--- src/rtl/i2c_arb_pkg.sv ---
// i2c_arb_pkg: shared types, widths and the round-robin pick helper for the
// I2C command arbiter.
//   arb_state_e : arbiter FSM states
//   I2C_BYTE_W  : width of every byte-wide bus to/from i2c_ctrl
//   rr_pick()   : first set request after the pointer, modulo n, as one-hot
package i2c_arb_pkg;

    localparam int unsigned I2C_BYTE_W = 8;
    localparam int unsigned MAX_REQ    = 8;
    localparam int unsigned MAX_IDX_W  = 3;

    typedef enum logic [2:0] {
        IDLE,
        STROBE,
        WAIT_BUSY,
        WAIT_DONE,
        DONE
    } arb_state_e;

    // Search starts one past the last winner so the last winner ranks lowest.
    function automatic logic [MAX_REQ-1:0] rr_pick(
        input logic [MAX_IDX_W-1:0] ptr,
        input logic [MAX_REQ-1:0]   req,
        input int unsigned          n
    );
        logic [MAX_REQ-1:0] oh;
        logic               found;
        int unsigned        idx;
        oh    = '0;
        found = 1'b0;
        for (int unsigned k = 1; k <= MAX_REQ; k++) begin
            if (k <= n && !found) begin
                idx = (32'(ptr) + k) % n;
                if (req[MAX_IDX_W'(idx)]) begin
                    oh[MAX_IDX_W'(idx)] = 1'b1;
                    found               = 1'b1;
                end
            end
        end
        return oh;
    endfunction

endpackage

--- src/rtl/i2c_arb_rr_arbiter.sv ---
// i2c_rr_arbiter: round-robin pointer plus combinational one-hot pick.
//   clock_i, reset_i : clock, async active-high reset (pointer -> N_REQ-1)
//   req_i            : request vector
//   update_i         : move the pointer to the current winner
//   pick_c           : one-hot winner (combinational)
module i2c_rr_arbiter
    import i2c_arb_pkg::*;
#(
    parameter int unsigned N_REQ = 4
) (
    input  logic             clock_i,
    input  logic             reset_i,
    input  logic [N_REQ-1:0] req_i,
    input  logic             update_i,
    output logic [N_REQ-1:0] pick_c
);

    localparam int unsigned PTR_W = $clog2(N_REQ);

    logic [PTR_W-1:0]   ptr_q, ptr_d;
    logic [MAX_REQ-1:0] pick_full;

    always_comb begin
        pick_full = rr_pick(MAX_IDX_W'(ptr_q), MAX_REQ'(req_i), N_REQ);
        pick_c    = pick_full[N_REQ-1:0];
    end

    // Pointer follows the winner only when the grant is actually taken.
    always_comb begin
        ptr_d = ptr_q;
        if (update_i) begin
            for (int i = 0; i < MAX_REQ; i++) begin
                if (pick_full[i]) ptr_d = PTR_W'(i);
            end
        end
    end

    always_ff @(posedge clock_i or posedge reset_i) begin
        if (reset_i) ptr_q <= PTR_W'(N_REQ - 1);
        else         ptr_q <= ptr_d;
    end

endmodule

--- src/rtl/i2c_arbiter.sv ---
// i2c_arbiter: shares one i2c_ctrl between N_REQ requesters, one whole
// command per round-robin grant.
//   req_i/ctrl_wr_i/len_rd_i     : per-requester command request
//   grant_o/done_o/error_o       : registered owner status
//   req_data_*/rd_data_*         : zero-latency data routing to/from owner
//   m_*                          : i2c_ctrl command and data interface
// Optional: define I2C_ARB_TIMEOUT_EN to abort WAIT_BUSY with an error after
// START_TIMEOUT cycles without m_busy_i.
module i2c_arbiter
    import i2c_arb_pkg::*;
#(
    parameter int unsigned N_REQ         = 4,
    parameter int unsigned START_TIMEOUT = 16
) (
    input  logic                          clock_i,
    input  logic                          reset_i,
    input  logic [N_REQ-1:0]              req_i,
    input  logic [N_REQ*I2C_BYTE_W-1:0]   ctrl_wr_i,
    input  logic [N_REQ*I2C_BYTE_W-1:0]   len_rd_i,
    output logic [N_REQ-1:0]              grant_o,
    output logic [N_REQ-1:0]              done_o,
    output logic [N_REQ-1:0]              error_o,
    input  logic [N_REQ-1:0]              req_data_available_i,
    input  logic [N_REQ*I2C_BYTE_W-1:0]   req_data_i,
    output logic [N_REQ-1:0]              req_data_read_o,
    output logic [N_REQ-1:0]              rd_data_valid_o,
    output logic [I2C_BYTE_W-1:0]         rd_data_o,
    output logic                          m_cmd_strobe_o,
    output logic [I2C_BYTE_W-1:0]         m_ctrl_wr_o,
    output logic [I2C_BYTE_W-1:0]         m_len_rd_o,
    output logic                          m_data_available_o,
    output logic [I2C_BYTE_W-1:0]         m_data_o,
    input  logic                          m_data_read_i,
    input  logic                          m_data_valid_i,
    input  logic [I2C_BYTE_W-1:0]         m_data_i,
    input  logic                          m_busy_i,
    input  logic                          m_error_i
);

    // Elaboration-time parameter sanity check.
    if (N_REQ < 2 || N_REQ > MAX_REQ || START_TIMEOUT == 0) begin : g_param_check
        $error("i2c_arbiter: N_REQ must be 2..8 and START_TIMEOUT nonzero");
    end

    arb_state_e            state_q, state_d;
    logic [N_REQ-1:0]      grant_q, grant_d;
    logic [N_REQ-1:0]      done_q, done_d;
    logic [N_REQ-1:0]      error_q, error_d;
    logic                  strobe_q, strobe_d;
    logic [I2C_BYTE_W-1:0] ctrl_q, ctrl_d;
    logic [I2C_BYTE_W-1:0] len_q, len_d;
    logic                  err_acc_q, err_acc_d;
    logic                  update_c;
    logic [N_REQ-1:0]      pick_c;

`ifdef I2C_ARB_TIMEOUT_EN
    localparam int unsigned TO_W = $clog2(START_TIMEOUT + 1);
    logic [TO_W-1:0] to_cnt_q, to_cnt_d;
`endif

    i2c_rr_arbiter #(.N_REQ(N_REQ)) u_rr (
        .clock_i  (clock_i),
        .reset_i  (reset_i),
        .req_i    (req_i),
        .update_i (update_c),
        .pick_c   (pick_c)
    );

    // Command FSM: next state and registered outputs.
    always_comb begin
        state_d   = state_q;
        grant_d   = grant_q;
        done_d    = '0;
        error_d   = '0;
        strobe_d  = 1'b0;
        ctrl_d    = ctrl_q;
        len_d     = len_q;
        err_acc_d = err_acc_q;
        update_c  = 1'b0;
`ifdef I2C_ARB_TIMEOUT_EN
        to_cnt_d  = to_cnt_q;
`endif
        case (state_q)
            IDLE: begin
                if (|req_i) begin
                    update_c  = 1'b1;
                    grant_d   = pick_c;
                    err_acc_d = 1'b0;
                    for (int i = 0; i < N_REQ; i++) begin
                        if (pick_c[i]) begin
                            ctrl_d = ctrl_wr_i[i*I2C_BYTE_W +: I2C_BYTE_W];
                            len_d  = len_rd_i[i*I2C_BYTE_W +: I2C_BYTE_W];
                        end
                    end
                    state_d = STROBE;
                end
            end
            STROBE: begin
                strobe_d  = 1'b1;
                err_acc_d = err_acc_q | m_error_i;
`ifdef I2C_ARB_TIMEOUT_EN
                to_cnt_d  = '0;
`endif
                state_d   = WAIT_BUSY;
            end
            WAIT_BUSY: begin
                err_acc_d = err_acc_q | m_error_i;
                if (m_busy_i) begin
                    state_d = WAIT_DONE;
                end
`ifdef I2C_ARB_TIMEOUT_EN
                else if (to_cnt_q == TO_W'(START_TIMEOUT - 1)) begin
                    state_d = DONE;
                    done_d  = grant_q;
                    error_d = grant_q;
                end else begin
                    to_cnt_d = to_cnt_q + TO_W'(1);
                end
`endif
            end
            WAIT_DONE: begin
                err_acc_d = err_acc_q | m_error_i;
                if (!m_busy_i) begin
                    state_d = DONE;
                    done_d  = grant_q;
                    error_d = grant_q & {N_REQ{err_acc_q | m_error_i}};
                end
            end
            DONE: begin
                grant_d = '0;
                state_d = IDLE;
            end
            default: state_d = IDLE;
        endcase
    end

    always_ff @(posedge clock_i or posedge reset_i) begin
        if (reset_i) begin
            state_q   <= IDLE;
            grant_q   <= '0;
            done_q    <= '0;
            error_q   <= '0;
            strobe_q  <= 1'b0;
            ctrl_q    <= '0;
            len_q     <= '0;
            err_acc_q <= 1'b0;
        end else begin
            state_q   <= state_d;
            grant_q   <= grant_d;
            done_q    <= done_d;
            error_q   <= error_d;
            strobe_q  <= strobe_d;
            ctrl_q    <= ctrl_d;
            len_q     <= len_d;
            err_acc_q <= err_acc_d;
        end
    end

`ifdef I2C_ARB_TIMEOUT_EN
    always_ff @(posedge clock_i or posedge reset_i) begin
        if (reset_i) to_cnt_q <= '0;
        else         to_cnt_q <= to_cnt_d;
    end
`endif

    // Data routing: grant is zero in IDLE, so everything masks to 0 there.
    always_comb begin
        m_data_available_o = 1'b0;
        m_data_o           = '0;
        for (int i = 0; i < N_REQ; i++) begin
            if (grant_q[i]) begin
                m_data_available_o = req_data_available_i[i];
                m_data_o           = req_data_i[i*I2C_BYTE_W +: I2C_BYTE_W];
            end
        end
        req_data_read_o = grant_q & {N_REQ{m_data_read_i}};
        rd_data_valid_o = grant_q & {N_REQ{m_data_valid_i}};
    end

    assign rd_data_o      = m_data_i;
    assign grant_o        = grant_q;
    assign done_o         = done_q;
    assign error_o        = error_q;
    assign m_cmd_strobe_o = strobe_q;
    assign m_ctrl_wr_o    = ctrl_q;
    assign m_len_rd_o     = len_q;

endmodule

--- config.mk ---
export PLATFORM = sky130hd
export DESIGN_NAME = i2c_arbiter
export DESIGN_NICKNAME = d
export VERILOG_FILES = /design/src/rtl/i2c_arb_pkg.sv /design/src/rtl/i2c_arb_rr_arbiter.sv /design/src/rtl/i2c_arbiter.sv
export SDC_FILE = /design/constraint.sdc
export NUM_CORES = 1
export LEC_CHECK = 0
export CAP_MARGIN = 15
export CORE_ASPECT_RATIO = 2
export CORE_MARGIN = 2
export CORE_UTILIZATION = 34
export CTS_BUF_LIST = sky130_fd_sc_hd__clkbuf_4 sky130_fd_sc_hd__clkbuf_8
export DETAILED_ROUTE_END_ITERATION = 16
export GPL_TIMING_DRIVEN = 1
export PLACE_DENSITY = 0.76
export SETUP_SLACK_MARGIN = 0.4
export SYNTH_ARGS = -nofsm -noshare
export SYNTH_HDL_FRONTEND = slang
export SYNTH_HIERARCHICAL = 1
export SYNTH_SLANG_ARGS = --single-unit
--- constraint.sdc ---
create_clock -name clock_i -period 3.1 [get_ports clock_i]
set_input_delay 0.31 -clock clock_i [delete_from_list [all_inputs] [get_ports clock_i]]
set_output_delay 0.31 -clock clock_i [all_outputs]
set_load 0.01 [all_outputs]
==> results of run 1 <==
==> cell usage after synthesis (2+ instances only) <==
master	instances	area share (%)
a21oi_1	3	0.58
and2_1	16	3.9
clkbuf_1	8	1.2
mux2i_1	15	5.8
inv_1	21	3.0
nand3_1	8	1.5
o21ai_0	11	2.1
nand4_1	4	0.96
mux2_2	14	6.1
dfrtp_1	33	32
dfstp_2	2	2.0
nor2_1	2	0.29
nand2_1	19	2.7
a222oi_1	15	5.8
a221oi_1	11	3.7
mux2_4	3	1.7
nor2b_1	11	2.6
buf_6	3	1.3
buf_4	8	2.3
o31ai_1	9	2.6
a221o_2	2	0.87
mux4_2	2	1.7
ha_1	8	3.9
buf_2	3	0.58
and3b_1	2	0.67
mux4_1	2	2.0
==> through the flow <==
step | setup TNS (ps) | setup slack, ps | power (mW) | util (%)
3_5_place_dp | -1420 | -146 | 3.80 | 57.7
4_1_cts | -167 | -52.9 | 4.39 | 60.2
5_1_grt | -930 | -88.0 | 4.77 | 60.9
2_1_floorplan | -46.8 | -25.7 | 2.67 | -
6_report | 0 | 3.25 | 4.46 | 60.9
3_3_place_gp | -93.6 | -23.0 | 3.70 | 57.7
==> where the power goes <==
| group | internal, mW | switching, mW | total [mW] | leakage, nW |
|---|---|---|---|---|
| sequential | 0.653 | 0.200 | 0.853 | 0.435 |
| combinational | 1.80 | 1.39 | 3.19 | 1.39 |
| clock | 0.239 | 0.175 | 0.415 | 0.0581 |
| total | 2.69 | 1.77 | 4.46 | 1.89 |
==> registers in the layout, summed over array words and instances (netlist names) <==
register        flops
m_ctrl_wr_o         8
m_len_rd_o          8
done_o              4
error_o             4
grant_o             4
state_q             3
u_rr/ptr_q          2
err_acc_q           1
m_cmd_strobe_o      1
==> repair_timing <==
| item | 4_1_cts | 5_1_grt |
|---|---|---|
| pin swaps | 5 | 4 |
| buffers inserted | 5 | 4 |
| gates resized for setup | 12 | 7 |
| endpoints found under the hold margin | 0 | 0 |
| endpoints found under the setup margin | 17 | 29 |
==> worst max-delay path by stage <==
| stage | startpoint | endpoint | slack [ps] |
|---|---|---|---|
| final | u_rr/ptr_q[1] | m_ctrl_wr_o[6] | 3 |
| after global routing | u_rr/ptr_q[1] | m_ctrl_wr_o[6] | -90 |
| after CTS | u_rr/ptr_q[0] | m_ctrl_wr_o[6] | -50 |
| after detailed placement | req_i[3] | m_len_rd_o[1] | -150 |
| after global placement | req_i[3] | m_ctrl_wr_o[1] | -20 |
| after floorplan | u_rr/ptr_q[0] | m_ctrl_wr_o[6] | -30 |
==> kinds of logic after synthesis <==
family                     count (synthesis)
buffers and inverters                     46
AOI/OAI and AO/OA                         57
adders and majority gates                  8
and+or+nand+nor                           72
DFF                                       35
muxes                                     36
==> final cells by class <==
cell class / instances / area, um2 / share of cell area (%)
clock buffer: 5 / 68.8 / 1.51
clock inverter: 3 / 43.8 / 0.961
inverter: 22 / 85.1 / 1.87
multi-input combinational: 173 / 1530 / 33.5
sequential: 35 / 878 / 19.3
tap: 94 / 118 / 2.58
timing repair buffer: 188 / 1840 / 40.4
==> layer usage <==
| layer | share of wire [%] | track usage [%] |
|---|---|---|
| met1 | 37 | 21.5 |
| met2 | 53 | 34.5 |
| met3 | 8.2 | 4.75 |
| met4 | 1.1 | 6.25 |
| met5 | 0 | 0 |
==> flow_metrics.tcl, run 1 <==
set metrics [dict create \
    status "complete, no violations" \
    cts_max_path_buffers 2 \
    regToRegEndpoint "m_ctrl_wr_o[6]" \
    layout_commonest_cell "clkdlybuf4s50_1" \
    synth-compound-area-share_pct 17.4 \
    placedCellCount 503 \
    hold_buffers 0 \
    fmax_mhz 323 \
    grt_max_degree 34 \
    start_util_pct 34.7 \
    synthMuxAreaShare_pct 17.3 \
    crit_type "flop to flop" \
    path_cells "inv_2, ha_4, mux4_2, nor3b_4, a221oi_2, inv_2, buf_6, mux2_4, a221o_1, mux2_4" \
    cts.sinks 35 \
    port_buffers 155 \
    tightest_slew_ps 818 \
    synth_edf_count 0 \
    drt_iter0_markers 132 \
    yosys.area_share.adder_pct 3.85 \
    syn-instance-count 254 \
    synth_area_per_cell_um2 10.2 \
    final_cell_mix "clkdlybuf4s50_1, dfrtp_1, buf_4" \
    cts_tree "done" \
    grt_pass1_vias 2778 \
    fp.dieW_um 65.8 \
    stdcell_area_um2 4560 \
    synth_nets 380 \
    min-delay-path-class "primary input to async pin" \
    grt_first_pass_wirelength_mm 12.8 \
    cp_data_required_time_ps 3270 \
    synthArstFlopShare_pct 100 \
    cp.arrival_ps 3270 \
    instances_no_fill 520 \
    vias 2716 \
    clk_latency_ps 290 \
    cts.clk_slew.worst_paths_ps 80 \
    start_kind "flop" \
    worst_r2r_path_depth 10 \
    cts.htree.levels 2 \
    slowest_delay_ps 550 \
    ys_seq_area_share_pct 33.8 \
    gp_congestion 0.928 \
    root_buffer "clkbuf_8" \
    maxSlewHeadroom_pct 45.5 \
    period_needed_ps 3100 \
    dieHeight_um 128 \
    core_um2 7490 \
    area_growth_pct 75.5 \
    synth_top_flop_cell "dfrtp_1" \
    p_per_area_nw_per_um2 978 \
    cellLeakagePower_nw 1.89 \
    period_share_pct 99.9 \
    critPathMaxFanout 4 \
    antenna_found_initial 0 \
    cts_buffers 5 \
    synthSimpleGateAreaFrac_pct 17.7 \
    syn_area_um2 2600 \
    setup_violations 0 \
    slew_violations 0 \
    drt_pass1_iterations 5 \
    num_antenna_cells 0 \
    timing.rr.start "u_rr/ptr_q[1]" \
    skew_ps 12.5 \
    endpoint_kind "flop" \
    synth_top_family_by_area "simple AND/OR/NAND/NOR gates" \
    nets 551 \
    rsz0062_at_grt "true" \
    fill_cells 610 \
    die_area_um2 8400 \
    ys_types 45 \
    maxCapViolCount 0 \
    finalWirelength_mm 8.33 \
    postRouteAntennaNets 0 \
    row_count 45 \
    synth_seq_cells 35 \
    ys_warn_count 6 \
    synthXorXnorAreaFrac_pct 0 \
    drc 0 \
    ir_drop_v 0.000668 \
    cpLargestDelayFamily "multiplexers" \
    dpl-instance-area_um2 4320 \
    dp_hpwl_mm 6.48 \
    whs_ps 370 \
    routedWlPerCell_um 16.0 \
    cp_num_cells 10 \
    cp_num_buf_inv 3 \
    layout-drive-gt1-share_pct 18.3 \
    ff2ff_setup_slack_ps 3 \
    critPathSlowestCell "dfstp_2" \
    grt_overflow_total 0 \
    num_io_pins 172 \
    grt_usage_pct 19.2 \
    viasPerCell 5.22 \
    hold_viol 0 \
]
(Power assumes the default switching activity.)
==> run 2, diff against run 1 <==
Settings changed: ABC_AREA set to 1, CORE_UTILIZATION 34 to 37, PLACE_DENSITY 0.76 to 0.75.
==> flow_metrics.tcl, run 2 <==
set metrics [dict create \
    cts_tree "done" \
    slowest_delay_ps 590 \
    grt_usage_pct 21.8 \
    clkPwrFrac_pct 7.2 \
    finalWirelength_mm 10.6 \
    root_buffer "clkbuf_8" \
    cts.htree.levels 2 \
    antenna_found_initial 0 \
    postRouteAntennaNets 0 \
    rsz0062_at_grt "false" \
    stdcell_area_um2 5010 \
    status "complete, no violations" \
    ys_warn_count 6 \
    layout_commonest_cell "nand2_1" \
    cp_data_required_time_ps 3290 \
    vias 3726 \
    maxCapViolCount 0 \
    ff2ff_setup_slack_ps 540 \
    synth_top_flop_cell "dfrtp_1" \
    drc 0 \
    cts_max_path_buffers 2 \
    critPathSlowestCell "dfstp_2" \
    port_buffers 155 \
    swShare_pct 51.7 \
    synth_area_per_cell_um2 6.22 \
    worst_r2r_path_depth 15 \
    slew_violations 0 \
    endpoint_kind "flop" \
    syn_area_um2 3300 \
    period_share_pct 82.5 \
    start_util_pct 38.1 \
    grt_pass1_vias 3718 \
    synth.top_cell.area_share_pct 25.0 \
    setup_violations 0 \
    synthArstFlopShare_pct 100 \
    layout-drive-gt1-share_pct 11.2 \
    clk_latency_ps 290 \
    ys_seq_area_share_pct 26.6 \
    drt_iter0_markers 140 \
    num_antenna_cells 0 \
    dp_hpwl_mm 8.44 \
    synth_nets 656 \
    p_per_area_nw_per_um2 1030 \
    synth_seq_cells 35 \
    path_cells "clkinvlp_4, ha_2, inv_1, nand3_1, nand2_1, nor2_1, nor2_1, nand3_2, nor2_8, nand2_4, nand2_4, nor2_8, buf_4, nand2_2, nand2_1" \
    crit_type "flop to flop" \
    multi_input_area_um2 1880 \
    fp.dieW_um 70.8 \
    syn-instance-count 530 \
    cts.clk_slew.worst_paths_ps 70 \
    dieHeight_um 138 \
    switchingPower_mw 2.66 \
    cts.sinks 35 \
    timing.rr.start "u_rr/ptr_q[1]" \
    p_comb_share_pct 76.5 \
    power_mw 5.15 \
    gp_congestion 0.928 \
    regToRegEndpoint "m_len_rd_o[6]" \
    grt_first_pass_wirelength_mm 16.8 \
    start_kind "flop" \
    num_io_pins 172 \
    row_count 48 \
    critPathMaxFanout 6 \
    setup-tns-final_ps 0 \
    synth_edf_count 0 \
    period_needed_ps 2560 \
    skew_ps 7.99 \
    seqPwrFrac_pct 16.3 \
    cp.arrival_ps 2740 \
    routedWlPerCell_um 13.6 \
    synth_top_cell_by_area "dfrtp_1" \
    min-delay-path-class "primary input to async pin" \
    dpl-instance-area_um2 4810 \
    hold_viol 0 \
    synth_area_leaders "dfrtp_1, nand2_1, inv_1" \
    final_cell_mix "nand2_1, clkdlybuf4s50_1, inv_1" \
    seq_area_um2 878 \
    grt_max_degree 28 \
    synth_common_cells "nand2_1, inv_1, nor2_1" \
    hold_buffers 0 \
    yosysMostFrequentCell "nand2_1" \
    cts_buffers 5 \
    fill_cells 831 \
    drt_pass1_iterations 4 \
    die_area_um2 9730 \
    ys_types 29 \
    p_int_mw 2.49 \
    viasPerCell 4.80 \
    core_um2 8650 \
    cellLeakagePower_nw 2.68 \
    tightest_slew_ps 545 \
    whs_ps 376 \
    maxSlewHeadroom_pct 63.7 \
    area_growth_pct 52.0 \
    ir_drop_v 0.000495 \
    grt_overflow_total 0 \
    nets 801 \
    fmax_mhz 391 \
]
[run 2: cell count changes in the layout (fill, tap and decap cells not counted), sizes merged, moves of 11 or more]
cell / change
a21oi: +15
a221oi: -11
a222oi: -15
and2: -16
buf: -21
inv: +63
mux2: -17
mux2i: -15
nand2: +195
nand3: +45
nor2: +70
nor2b: -11
[run 2: how the worst max path moves through the flow]
stage,startpoint,endpoint
finish,u_rr/ptr_q[1],m_len_rd_o[6]
global route,u_rr/ptr_q[1],m_len_rd_o[6]
floorplan,u_rr/ptr_q[0],m_ctrl_wr_o[0]
global placement,u_rr/ptr_q[1],m_ctrl_wr_o[1]
detailed placement,u_rr/ptr_q[1],m_ctrl_wr_o[1]
CTS,u_rr/ptr_q[0],m_ctrl_wr_o[1]
[run 2: final cells by class]
type / instances / area share [%]
multi-input cells: 380 / 37.5
inverters: 86 / 6.79
repair buffers: 167 / 33.6
clock buffers: 7 / 1.92
flip-flops and latches: 35 / 17.5
clock inverters: 1 / 0.150
well taps: 100 / 2.50
[run 2: timing repair]
item | CTS | global route
resized for setup | 4 | 5
pin swaps | 1 | 1
cloned | 0 | 0
setup endpoints to repair | 17 | 16
setup buffers | 5 | 1
[run 2: worst max-delay path: cells and delay by family, from the launching register on]
| family | cells | cell delay (ps) |
|---|---|---|
| fa+ha+maj | 1 | 310 |
| buf+inv | 3 | 410 |
| flops | 1 | 590 |
| simple gates | 11 | 1130 |
[run 2: kinds of logic (layout without fill, tap and decap cells)]
| family | count (synthesis) | in the layout | synth area share (%) |
|---|---|---|---|
| fa+ha+maj | 8 | 8 | 3.04 |
| compound gates | 23 | 23 | 3.60 |
| simple gates | 349 | 349 | 50.2 |
| flops | 35 | 35 | 26.6 |
| buf+inv | 115 | 261 | 16.6 |
[run 2: per-layer routing]
metal	GRT usage, %	vias up	routed length, um
li1	-	1866	-
met1	20.9	1679	3570
met2	42.5	144	5860
met3	3.00	37	598
met4	12.9	0	544
met5	0	-	0
[run 2: power groups by stage]
stage	Combinational [mW]	Clock, mW	Sequential [mW]
final	3.94	0.372	0.841
after CTS	3.85	0.382	0.840
after detailed placement	3.70	0	0.869
after global placement	3.61	0	0.863
after global routing	4.37	0.396	0.870
after floorplan	2.73	0	0.826
[run 2: through the flow]
stage / utilization, % / setup slack [ps] / cells
6_report: 58.0 / 542 / 776
4_1_cts: 57.5 / 486 / 775
3_3_place_gp: 55.6 / 352 / 762
3_5_place_dp: 55.6 / 269 / 762
5_1_grt: 58.0 / 401 / 776
2_1_floorplan: - / 536 / 530
==> run 3, diff against run 2 <==
Clock period 3.1 ns to 2.3 ns, I/O delays scaled along.
==> flow_metrics.tcl, run 3 (synthesis results as in run 2) <==
set metrics [dict create \
    grt_pass1_vias 3742 \
    instances_no_fill 796 \
    grt_first_pass_wirelength_mm 16.3 \
    start_kind "flop" \
    cts.htree.levels 2 \
    wl_met2_mm 5.70 \
    vias 3754 \
    cts_max_path_buffers 2 \
    skew_ps 6.75 \
    tightest_slew_ps 425 \
    postRouteAntennaNets 0 \
    rsz0062_at_grt "true" \
    nets 821 \
    num_io_pins 172 \
    cts.sinks 35 \
    endpoint_kind "flop" \
    layout-drive-gt1-share_pct 16.4 \
    cts_tree "done" \
    cp_data_required_time_ps 2470 \
    min-delay-path-class "primary input to async pin" \
    cts.clk_slew.worst_paths_ps 70 \
    dieHeight_um 138 \
    clk_latency_ps 290 \
    num_antenna_cells 0 \
    layout_commonest_cell "nand2_1" \
    whs_ps 350 \
    setup-tns-final_ps 0 \
    critPathMaxFanout 8 \
    grt_usage_pct 20.6 \
    routedWlPerCell_um 12.6 \
    p_per_area_nw_per_um2 1410 \
    setup_violations 0 \
    fmax_mhz 443 \
    cp.arrival_ps 2430 \
    period_needed_ps 2260 \
    viasPerCell 4.72 \
    port_buffers 155 \
    area_growth_pct 61.5 \
    hold_buffers 0 \
    start_util_pct 38.1 \
    cellLeakagePower_nw 2.87 \
    dp_hpwl_mm 7.89 \
    placedCellCount 774 \
    finalWirelength_mm 10.0 \
    grt_max_degree 34 \
    maxCapViolCount 0 \
    die_area_um2 9730 \
    antenna_found_initial 0 \
    grt_overflow_total 0 \
    wl_met3_um 642 \
    wl_met1_mm 3.27 \
    gp_congestion 0.902 \
    power_mw 7.52 \
    maxSlewHeadroom_pct 71.6 \
    final_cell_mix "nand2_1, clkdlybuf4s50_1, inv_1" \
    top_layer "met4" \
    drt_iter0_markers 105 \
    ir_drop_v 0.000878 \
    core_um2 8650 \
    crit_type "flop to flop" \
    cts_buffers 5 \
    drc 0 \
    fp.dieW_um 70.8 \
    drt_pass1_iterations 4 \
    slew_violations 0 \
    period_share_pct 98.2 \
    root_buffer "clkbuf_8" \
    hold_viol 0 \
    status "complete, no violations" \
    row_count 48 \
]
## run 3: layer usage
| metal | vias to the layer above | global-route usage (%) |
|---|---|---|
| met4 | 0 | 11.5 |
| met3 | 37 | 3.58 |
| met1 | 1652 | 19.5 |
| met5 | - | 0 |
| met2 | 161 | 40.2 |
| li1 | 1904 | - |
## run 3: path summary, 6_finish.rpt
| path | to | from | slack [ps] | cells after the start |
|---|---|---|---|---|
| max in group asynchronous | grant_o[0] | reset_i | 1560 | 3 |
| worst max-delay path | m_ctrl_wr_o[7] | u_rr/ptr_q[0] | 40 | 14 |
| worst min register to register | m_ctrl_wr_o[6] | m_ctrl_wr_o[6] | 480 | 2 |
| worst max register to register | m_ctrl_wr_o[7] | u_rr/ptr_q[0] | 40 | 14 |
| worst min-delay path | u_rr/ptr_q[0] | reset_i | 350 | 2 |
| min in group clock_i | rd_data_o[4] | m_data_i[4] | 460 | 0 |
## run 3: power breakdown
group | switching [mW] | internal (mW) | total [mW]
registers | 0.173 | 0.871 | 1.04
logic | 3.38 | 2.64 | 6.02
clock network | 0.226 | 0.223 | 0.449
total | 3.78 | 3.73 | 7.52
## run 3: what timing repair did
action / CTS / global route
resized for setup: 32 / 13
setup endpoints to repair: 29 / 22
cloned: 0 / 1
pin swaps: 16 / 12
setup buffers: 9 / 4
## run 3: cell type report
type | count | area [um2]
Tap cell | 100 | 125
Inverter | 86 | 348
Fill cell | 793 | 3320
Sequential cell | 35 | 880
Multi-Input combinational cell | 380 | 2000
Timing Repair Buffer | 187 | 1880
Clock inverter | 2 | 12.5
Clock buffer | 6 | 76.3
## run 3: through the flow
stage / instance area, um2 / utilization, % / setup WS (ps)
after floorplan: 3350 / - / -58.6
after global placement: 4980 / 57.6 / 22.5
after detailed placement: 4980 / 57.6 / -23.7
after CTS: 5250 / 60.7 / 41.9
after global routing: 5330 / 61.6 / -86.5
final: 5330 / 61.6 / 40.9
## run 3: critical path: stages, from the launching register on
cell	delay, ps
dfstp_2	600
inv_8	40
ha_4	320
nand3_2	90
nand2_2	110
nor2_1	70
nor2_2	160
nand3_4	140
nor2_8	170
nand2_4	80
nand2_4	90
nor2_8	50
buf_12	130
nand2_1	50
nand2_1	50
